File: src/rtl/mm_bus_ctrl.sv
// CPU-side bus controller: takes one CPU request, decodes it through the memory map,
// runs a single strobed bus access with an ack timeout, and returns data or an error pulse.
module mm_bus_ctrl #(
    parameter int unsigned TIMEOUT = 255
) (
    input  logic        clk,
    input  logic        rst,
    input  logic [31:0] cpu_addr,
    input  logic [31:0] cpu_din,
    input  logic        cpu_we,
    input  logic        cpu_re,
    output logic [31:0] cpu_dout,
    output logic        cpu_stall,
    output logic        cpu_err,
    output logic [31:0] dec_addr,
    input  logic [7:0]  dec_mod,
    input  logic [31:0] dec_eff_addr,
    output logic [10:0] bus_sel,
    output logic [31:0] bus_addr,
    output logic [31:0] bus_wdata,
    output logic        bus_we,
    output logic        bus_re,
    input  logic [31:0] bus_rdata,
    input  logic        bus_ack
);

    typedef enum logic [2:0] {
        IDLE,
        DECODE,
        ACCESS,
        DONE,
        ERROR
    } state_t;

    localparam logic [15:0] LAST_WAIT = 16'(TIMEOUT - 1);

    state_t      state;
    logic [31:0] addr_q;
    logic [31:0] data_q;
    logic        op_write;
    logic [7:0]  mod_q;
    logic [31:0] eff_q;
    logic [15:0] wait_cnt;
    logic        err_q;

    logic        cpu_req;
    logic        decode_ok;
    logic        in_access;

    // Only populated module codes map to a select line; anything else decodes to zero.
    function automatic logic [10:0] module_onehot(input logic [7:0] code);
        logic [10:0] sel;
        sel = '0;
        case (code)
            8'd0:    sel = 11'h001;
            8'd1:    sel = 11'h002;
            8'd2:    sel = 11'h004;
            8'd3:    sel = 11'h008;
            8'd4:    sel = 11'h010;
            8'd8:    sel = 11'h100;
            8'd9:    sel = 11'h200;
            8'd10:   sel = 11'h400;
            default: sel = '0;
        endcase
        return sel;
    endfunction

    always_comb begin
        cpu_req   = cpu_we | cpu_re;
        in_access = (state == ACCESS);
        // Code 0 is ROM, so a write to it is rejected just like an unmapped code.
        decode_ok = (|module_onehot(dec_mod)) && !(op_write && (dec_mod == 8'd0));
    end

    always_comb begin
        cpu_stall = (state == IDLE) ? cpu_req : ((state == DECODE) || in_access);
        dec_addr  = (state == IDLE) ? cpu_addr : addr_q;
        cpu_err   = err_q;
        bus_sel   = in_access ? module_onehot(mod_q) : '0;
        bus_addr  = in_access ? eff_q : '0;
        bus_wdata = in_access ? data_q : '0;
        bus_we    = in_access && op_write;
        bus_re    = in_access && !op_write;
    end

    always_ff @(posedge clk or negedge rst) begin
        if (!rst) begin
            state    <= IDLE;
            addr_q   <= '0;
            data_q   <= '0;
            op_write <= 1'b0;
            mod_q    <= '0;
            eff_q    <= '0;
            wait_cnt <= '0;
            err_q    <= 1'b0;
            cpu_dout <= '0;
        end else begin
            err_q <= 1'b0;
            case (state)
                IDLE: begin
                    if (cpu_req) begin
                        addr_q   <= cpu_addr;
                        data_q   <= cpu_din;
                        op_write <= cpu_we;
                        state    <= DECODE;
                    end
                end
                DECODE: begin
                    mod_q <= dec_mod;
                    eff_q <= dec_eff_addr;
                    if (decode_ok) begin
                        wait_cnt <= '0;
                        state    <= ACCESS;
                    end else begin
                        err_q <= 1'b1;
                        state <= ERROR;
                    end
                end
                ACCESS: begin
                    // Ack is checked first so a late ack on the final wait cycle still completes.
                    if (bus_ack) begin
                        if (!op_write) begin
                            cpu_dout <= bus_rdata;
                        end
                        state <= DONE;
                    end else if (wait_cnt == LAST_WAIT) begin
                        err_q <= 1'b1;
                        state <= ERROR;
                    end else if (wait_cnt != 16'hFFFF) begin
                        wait_cnt <= wait_cnt + 16'd1;
                    end
                end
                DONE:    state <= IDLE;
                ERROR:   state <= IDLE;
                default: state <= IDLE;
            endcase
        end
    end

endmodule

File: config.mk
export PLATFORM = sky130hd
export DESIGN_NAME = mm_bus_ctrl
export DESIGN_NICKNAME = d
export VERILOG_FILES = /design/src/rtl/mm_bus_ctrl.sv
export SDC_FILE = /design/constraint.sdc
export NUM_CORES = 1
export LEC_CHECK = 0
export BUFFER_PORTS_ARGS = -buffer_cell sky130_fd_sc_hd__buf_2
export CAP_MARGIN = 20
export CORE_MARGIN = 2
export CORE_UTILIZATION = 53
export CTS_CLUSTER_DIAMETER = 150
export DETAILED_ROUTE_END_ITERATION = 12
export GPL_TIMING_DRIVEN = 0
export PLACE_DENSITY = 0.92
export SETUP_SLACK_MARGIN = 0.2
export SLEW_MARGIN = 20
export SYNTH_ARGS = -nofsm -noshare
export SYNTH_HDL_FRONTEND = slang
export SYNTH_SLANG_ARGS = --single-unit
File: constraint.sdc
create_clock -name clk -period 5.3 [get_ports clk]
set_input_delay 1.06 -clock clk [delete_from_list [all_inputs] [get_ports clk]]
set_output_delay 1.06 -clock clk [all_outputs]
set_load 0.05 [all_outputs]
=== After elaboration in Yosys (flattened, before gate mapping) ===
Memory sizes are Yosys's and may differ from the RTL's.
Index checks and enable logic that the tools add are counted.

* Logic and storage cells: 62
* Memory bits (read-only): 256
* Memories: 2
* Flip-flop bits (word level): 157

{| class="wikitable"
|+ Memory list
! memory !! depth !! bits a word !! rd ports !! clocked after Yosys merged registers in !! write ports !! line !! RTL
|-
| (name not given) || 16 || 8 || 1 || 0 || 0 || 54 || <nowiki>case (code)</nowiki>
|-
| (name not given) || 16 || 8 || 1 || 0 || 0 || 54 ||
|}

* Equality and inequality tests: 10
* Bitwise logic cells: 2
* Multiplexer cells: 21
* Reduce and logical (&&, ||, !) cells: 17
* $add $sub $neg: 1

{| class="wikitable"
|+ Operator list
! kind !! number
|-
| $mux W32 || 3
|-
| $mux W16 || 4
|-
| $mux W11 || 3
|-
| $pmux W16 S2 || 1
|-
| $add A16 B1 Y16 const B || 1
|-
| $eq A16 B8 Y1 const B || 1
|-
| $ne A16 B16 Y1 const B || 1
|-
| $mux W3 || 4
|-
| $reduce_or A11 Y1 || 1
|-
| $pmux W3 S3 || 1
|-
| $logic_not A4 Y1 || 2
|-
| $logic_not A8 Y1 || 1
|-
| $ne A2 B2 Y1 const B || 4
|-
| $reduce_and A5 Y1 || 1
|-
| $logic_and A1 B1 Y1 || 4
|-
| $mux W1 || 4
|-
| $reduce_and A2 Y1 || 2
|-
| $eq A3 B1 Y1 const B || 1
|-
| $eq A3 B2 Y1 const B || 1
|-
| $logic_not A3 Y1 || 1
|-
| $ne A3 B2 Y1 const B || 1
|-
| $reduce_and A3 Y1 || 1
|-
| $logic_not A1 Y1 || 2
|-
| $ne A2 B1 Y1 const B || 1
|-
| other kinds (5) || 5
|}

=== Depth between registers and ports, before layout ===
* Depth in word-level cells: 6
* Mapped depth: 7
* Mapped depth without buffers: 7

=== Worst setup path before layout ===
No wires, ideal clock.

* Path kind: flip-flop to output port
* Start: register state[2]
* End: output port bus_sel[4]
* Slack: 1.782 ns
* Buffers on the path: 1
* Data required time: 4.240 ns
* Stages on the path, launching flop included: 5
* Arrival: 2.458 ns
* Path through: dfrtp_1 -> buf_2 -> nor3b_4 -> nand2_1 -> nor4_1

* Cells in the longest elaborated chain, start to end: 2

{| class="wikitable"
|+ Ends and longest elaborated chain
! item !! line !! RTL
|-
| start: declaration || 37 || <nowiki>state_t state;</nowiki>
|-
| start signal: assignment || 88 || <nowiki>state <= IDLE;</nowiki>
|-
| start signal: assignment || 105 || <nowiki>state <= DECODE;</nowiki>
|-
| start signal: assignment || 113 || <nowiki>state <= ACCESS;</nowiki>
|-
| $eq A3 B2 Y1 || 70 || <nowiki>in_access = (state == ACCESS);</nowiki>
|-
| $mux W11 || 79 || <nowiki>bus_sel = in_access ? module_onehot(mod_q) : '0;</nowiki>
|-
| end: declaration || 18 || <nowiki>output logic [10:0] bus_sel,</nowiki>
|}

Every way passes these cells.

=== Final worst setup path ===
* Start: register state[2]
* End: output port bus_addr[8]

* Cells in the longest elaborated chain, start to end: 2

{| class="wikitable"
|+ Ends and longest elaborated chain
! item !! line !! RTL
|-
| $eq A3 B2 Y1 || 70 ||
|-
| $mux W32 || 80 || <nowiki>bus_addr = in_access ? eff_q : '0;</nowiki>
|-
| end: declaration || 19 || <nowiki>output logic [31:0] bus_addr,</nowiki>
|}

Every way passes these cells.

==> results by stage <==
STA:
- The worst path in the final design needs a cycle of roughly 3.7 ns, including I/O delays and setup.
- The final cycle utilization of the critical path is between 70% and 80%.
- Setup violations remaining at the end of the flow were counted as 0.
- In the final timing run, aggregate negative setup slack is 0 ns.
- Setup repair after global routing left no endpoint under its margin.
- The count of endpoints failing hold in the final timing report was 0.
- Timing would allow up to roughly 0.27 GHz.
- The number of pins exceeding their max-slew limit in the final report came to 0.
- At the pin with the least slew margin, the transition time is about 0.7 ns.
- The clock arrives with approximately 0.0069 ns of skew.
- Measured against its own limit, the worst slew margin works out to 53.3%.

Outcome:
- The run finished with clean final reports.

Detailed routing:
- The number of DRC markers after the initial detailed-route iteration is about 240.
- The post-detailed-route via-to-cell ratio is between 5 and 6.
- In the final routed layout, each cell accounts on average for approximately 18 µm.
- The count of TritonRoute iterations in the first routing pass is 4.
- In the routed design, unresolved DRC markers number 0.
- The total via count in the routed design is 5674.
- The final antenna-violating net count is 0.
- The total routed wirelength is 18900 µm.

Global routing:
- The total track usage is between 20% and 30%.
- Entering global routing, the biggest net connects between 90 and 100 pins.
- The number of global-route vias before repair was slightly below 6000.
- The number of antenna violations at the first check in global routing is 2.
- The first-pass GRT wire length is 29500 µm.
- Global routing finished with a remaining overflow of 0.

Pwr:
- For this design the static power due to leakage is ~4.7 nW.
- The switching power is roughly 2.4 mW.
- The total power is slightly below 6 mW.
- Cell internal power was estimated by the tool at about 3.4 mW.
- The switching part of the total is slightly above 40%.
- The clock group share of total power is about a fifth.
- VDD sags by at most 0.511 mV.
- Per report_power, the sequential group accounts for 34.6% of the total.
- The portion of total power attributed to combinational logic is ~45%.
- The total power divided by cell area is 607 mW/mm².

Synth:
- The Yosys step of the flow raised 0 warnings.
- After synthesis the cells add up to around 0.0073 mm².
- In the synthesized netlist the async set-or-reset flop fraction comes to 100%.
- After synthesis, the netlist uses 50 different library cells.
- In the synthesized netlist the dominant register cell turns out to be sky130_fd_sc_hd__dfrtp_1.
- After technology mapping, the gate count stands at ~570.
- After synthesis, the mean cell area works out to roughly 13 µm².
- After synthesis the netlist holds a flip-flop and latch count of ~160.
- The sequential element share of the synthesized area is between 50% and 60%.
- The synthesized design contains 0 enable-type register cells.

Clock network:
- TritonCTS created 17 clock buffers.
- The post-CTS resize count is 0.
- The number of buffers between clock root and the deepest sink is 2.
- The number of levels in the clock H-tree is 4.
- The buffer type at the clock tree root is sky130_fd_sc_hd__clkbuf_16.
- At the later pin of the worst-skew pair, clock insertion delay measures 0.43 ns.
- The clock net in this run drives a total of about 160 sinks.
- TritonCTS built the clock tree.
- The clock slew at the register clock pins of the worst setup and hold paths is ~0.060 ns.
- The number of setup buffers added after CTS is 0.
- The number of hold buffers added after CTS was 0.

Critical path:
- STA classifies the critical path startpoint as a flop.
- The launching instance or port of the critical path is state[2]$_DFFE_PN0P_.
- The endpoint kind of the worst setup timing path is an output pin.
- The cell family contributing the most delay on the critical path is buffers and inverters.
- The slowest stage of the critical path is the sky130_fd_sc_hd__clkbuf_1 cell.
- Data on the critical path arrives at its endpoint at ~2.7 ns.
- For the worst setup path, the data required time is 4.24 ns.
- The worst setup path is of the reg -> out kind.
- For this run, the slowest stage of the critical path takes 0.49 ns.
- Together, buffers and inverters on the worst path number 4.
- The launching point of the worst reg2reg path is state[2]$_DFFE_PN0P_.
- The critical path goes through buf_2, nor3b_4, clkbuf_1, clkbuf_1, and2_1, buf_2.
- The peak fanout along the critical path is 10.

Floorplan:
- The die is 121 µm wide.
- The starting density of the core is roughly 55%.
- In this run the vertical extent of the chip is ~120 µm.
- The die covers around 0.015 mm².
- In this run the count of I/O pins placed on the die edge is 284.
- The core region is approximately 0.013 mm².
- The floorplan has 42 rows.

Placement:
- After legalization and detailed placement, the total HPWL measured 14200 µm.
- The final RePlAce weighted congestion is ~0.88.
- The number of input and output port buffers inserted is 280.

Layout:
- Counting the fill cells in the layout gives about 960.
- In the final design database the tool counted between 1000 and 1500 nets.
- The ratio of cells with drive above 1 in the final layout is 58.1%.
- Relative to the synthesized area, the layout overhead comes to 30.7%.
- The final core utilization is between 70% and 80%.

Hold path:
- The worst min-delay path class is reg -> reg.
- The startpoint of the tightest hold check path is data_q[0]$_DFFE_PN0P_.

Job:
- Max-cap violations in this run came to 0.
-- sequential cells by signal, summed over array words and instances (netlist names) --
signal	cells
op_write	1
cpu_dout	32
cpu_err	1
data_q	32
state	3
eff_q	32
mod_q	8
addr_q	32
wait_cnt	16
-- through the flow --
stage          cell area [µm²]  std cells  setup slack [ns]  hold WS [ns]
4_1_cts                   9550       1057              1.50         0.500
6_report                  9550       1058              1.55         0.497
3_5_place_dp              8970       1025              1.97         0.487
2_1_floorplan             7310        568              1.78         0.472
5_1_grt                   9550       1057              1.37         0.511
3_3_place_gp              8940       1024             0.814         0.465
-- synth_stat cells (7+ instances only) --
library cell	number	area, µm²
sky130_fd_sc_hd__mux2_2	167	1880
sky130_fd_sc_hd__nor2_1	15	56.3
sky130_fd_sc_hd__nand2_1	24	90.1
sky130_fd_sc_hd__buf_2	15	75.1
sky130_fd_sc_hd__a21oi_1	11	55.1
sky130_fd_sc_hd__dfrtp_1	157	3930
sky130_fd_sc_hd__buf_4	8	60.1
sky130_fd_sc_hd__and2_1	65	407
sky130_fd_sc_hd__nand4_1	7	43.8
sky130_fd_sc_hd__nand3_1	9	45.0
sky130_fd_sc_hd__clkbuf_1	9	33.8
sky130_fd_sc_hd__a31oi_1	7	43.8
-- cell families (layout without fill, tap and decap cells) --
| family | after synthesis | in the layout | synth area share (%) |
|---|---|---|---|
| compound gates | 47 | 47 | 4.50 |
| fa+ha+maj | 2 | 2 | 0.342 |
| buf+inv | 34 | 347 | 2.41 |
| flops | 157 | 157 | 53.8 |
| mux | 169 | 169 | 26.0 |
| other cells | 1 | 4 | 0.0513 |
| simple gates | 156 | 156 | 12.9 |
-- power by group through the flow --
stage                     sequential (mW)  clock, mW  combinational [mW]
final                                2.01       1.19                2.60
after global placement               1.97          0                2.55
after global routing                 2.07       1.26                2.73
after floorplan                      2.19          0                1.82
after detailed placement             2.02          0                2.61
after CTS                            2.01       1.20                2.62
-- worst register-to-register path, delay by kind of cell, from the launching register on --
| family | cells | cell delay, ns |
|---|---|---|
| flip-flops | 1 | 0.36 |
| multiplexers | 1 | 0.36 |
| AO/OA/AOI/OAI | 1 | 0.23 |
| AND/OR/NAND/NOR | 1 | 0.62 |
| buffers and inverters | 3 | 0.70 |
-- routing by layer --
| layer | vias to the layer above | wire length, µm | track usage (%) |
|---|---|---|---|
| met4 | 2 | 450 | 10.3 |
| li1 | 2628 | - | - |
| met1 | 2779 | 7050 | 28.2 |
| met3 | 39 | 1410 | 8.27 |
| met5 | - | 8 | 0 |
| met2 | 226 | 9940 | 46.9 |
-- final cells by class --
| class | count | area [µm²] | area share (%) |
|---|---|---|---|
| Timing Repair Buffer | 281 | 1440 | 15.1 |
| Clock inverter | 13 | 143 | 1.49 |
| Clock buffer | 19 | 433 | 4.53 |
| Multi-Input combinational cell | 377 | 3210 | 33.6 |
| Sequential cell | 157 | 3930 | 41.1 |
| Tap cell | 176 | 220 | 2.31 |
| Buffer | 32 | 169 | 1.77 |
| Inverter | 2 | 7.51 | 0.0786 |
| Antenna cell | 1 | 2.50 | 0.0262 |
-- layout by cell type (no fill, tap or decap), types with 2 or more instances in the layout --
cell / Yosys / routed
sky130_fd_sc_hd__a21o_1: 2 / 2
sky130_fd_sc_hd__nand2b_1: 5 / 5
sky130_fd_sc_hd__or4_1: 2 / 2
sky130_fd_sc_hd__nor3_1: 5 / 5
sky130_fd_sc_hd__nor4_1: 6 / 6
sky130_fd_sc_hd__buf_2: 15 / 294
sky130_fd_sc_hd__nand3_1: 9 / 9
sky130_fd_sc_hd__nor3b_4: 2 / 2
sky130_fd_sc_hd__mux2_2: 167 / 167
sky130_fd_sc_hd__dfrtp_1: 157 / 157
sky130_fd_sc_hd__nor2_1: 15 / 15
sky130_fd_sc_hd__clkbuf_1: 9 / 11
sky130_fd_sc_hd__and3_1: 3 / 3
sky130_fd_sc_hd__o21ai_0: 4 / 4
sky130_fd_sc_hd__conb_1: 1 / 3
sky130_fd_sc_hd__ha_1: 2 / 2
sky130_fd_sc_hd__a31oi_1: 7 / 7
sky130_fd_sc_hd__clkbuf_16: 0 / 17
sky130_fd_sc_hd__bufinv_16: 0 / 2
sky130_fd_sc_hd__o211ai_1: 2 / 2
sky130_fd_sc_hd__o41ai_1: 2 / 2
sky130_fd_sc_hd__mux2_1: 2 / 2
sky130_fd_sc_hd__clkinvlp_4: 0 / 5
sky130_fd_sc_hd__nor3_2: 2 / 2
sky130_fd_sc_hd__o21a_1: 3 / 3
sky130_fd_sc_hd__o21ai_1: 2 / 2
sky130_fd_sc_hd__clkinv_4: 0 / 3
sky130_fd_sc_hd__inv_1: 2 / 2
sky130_fd_sc_hd__nand4_1: 7 / 7
sky130_fd_sc_hd__clkinv_2: 0 / 2
sky130_fd_sc_hd__a21oi_1: 11 / 11
sky130_fd_sc_hd__buf_4: 8 / 8
sky130_fd_sc_hd__nand2_1: 24 / 24
sky130_fd_sc_hd__or3_1: 2 / 2
sky130_fd_sc_hd__a41oi_1: 2 / 2
sky130_fd_sc_hd__and2_1: 65 / 65
sky130_fd_sc_hd__and4_1: 3 / 3
-- worst paths after layout --
check | depth (start not counted) | endpoint | slack [ns]
max | 6 | bus_addr[8] | 1.55
max reg2reg | 6 | data_q[12]$_DFFE_PN0P_ | 2.94
min in group asynchronous | 1 | eff_q[4]$_DFFE_PN0P_ | 0.56
min | 1 | data_q[0]$_DFFE_PN0P_ | 0.50
min reg2reg | 1 | data_q[0]$_DFFE_PN0P_ | 0.50
max in group asynchronous | 2 | cpu_dout[27]$_DFFE_PN0P_ | 3.90
Note: power is estimated with default switching activity, not from simulation.
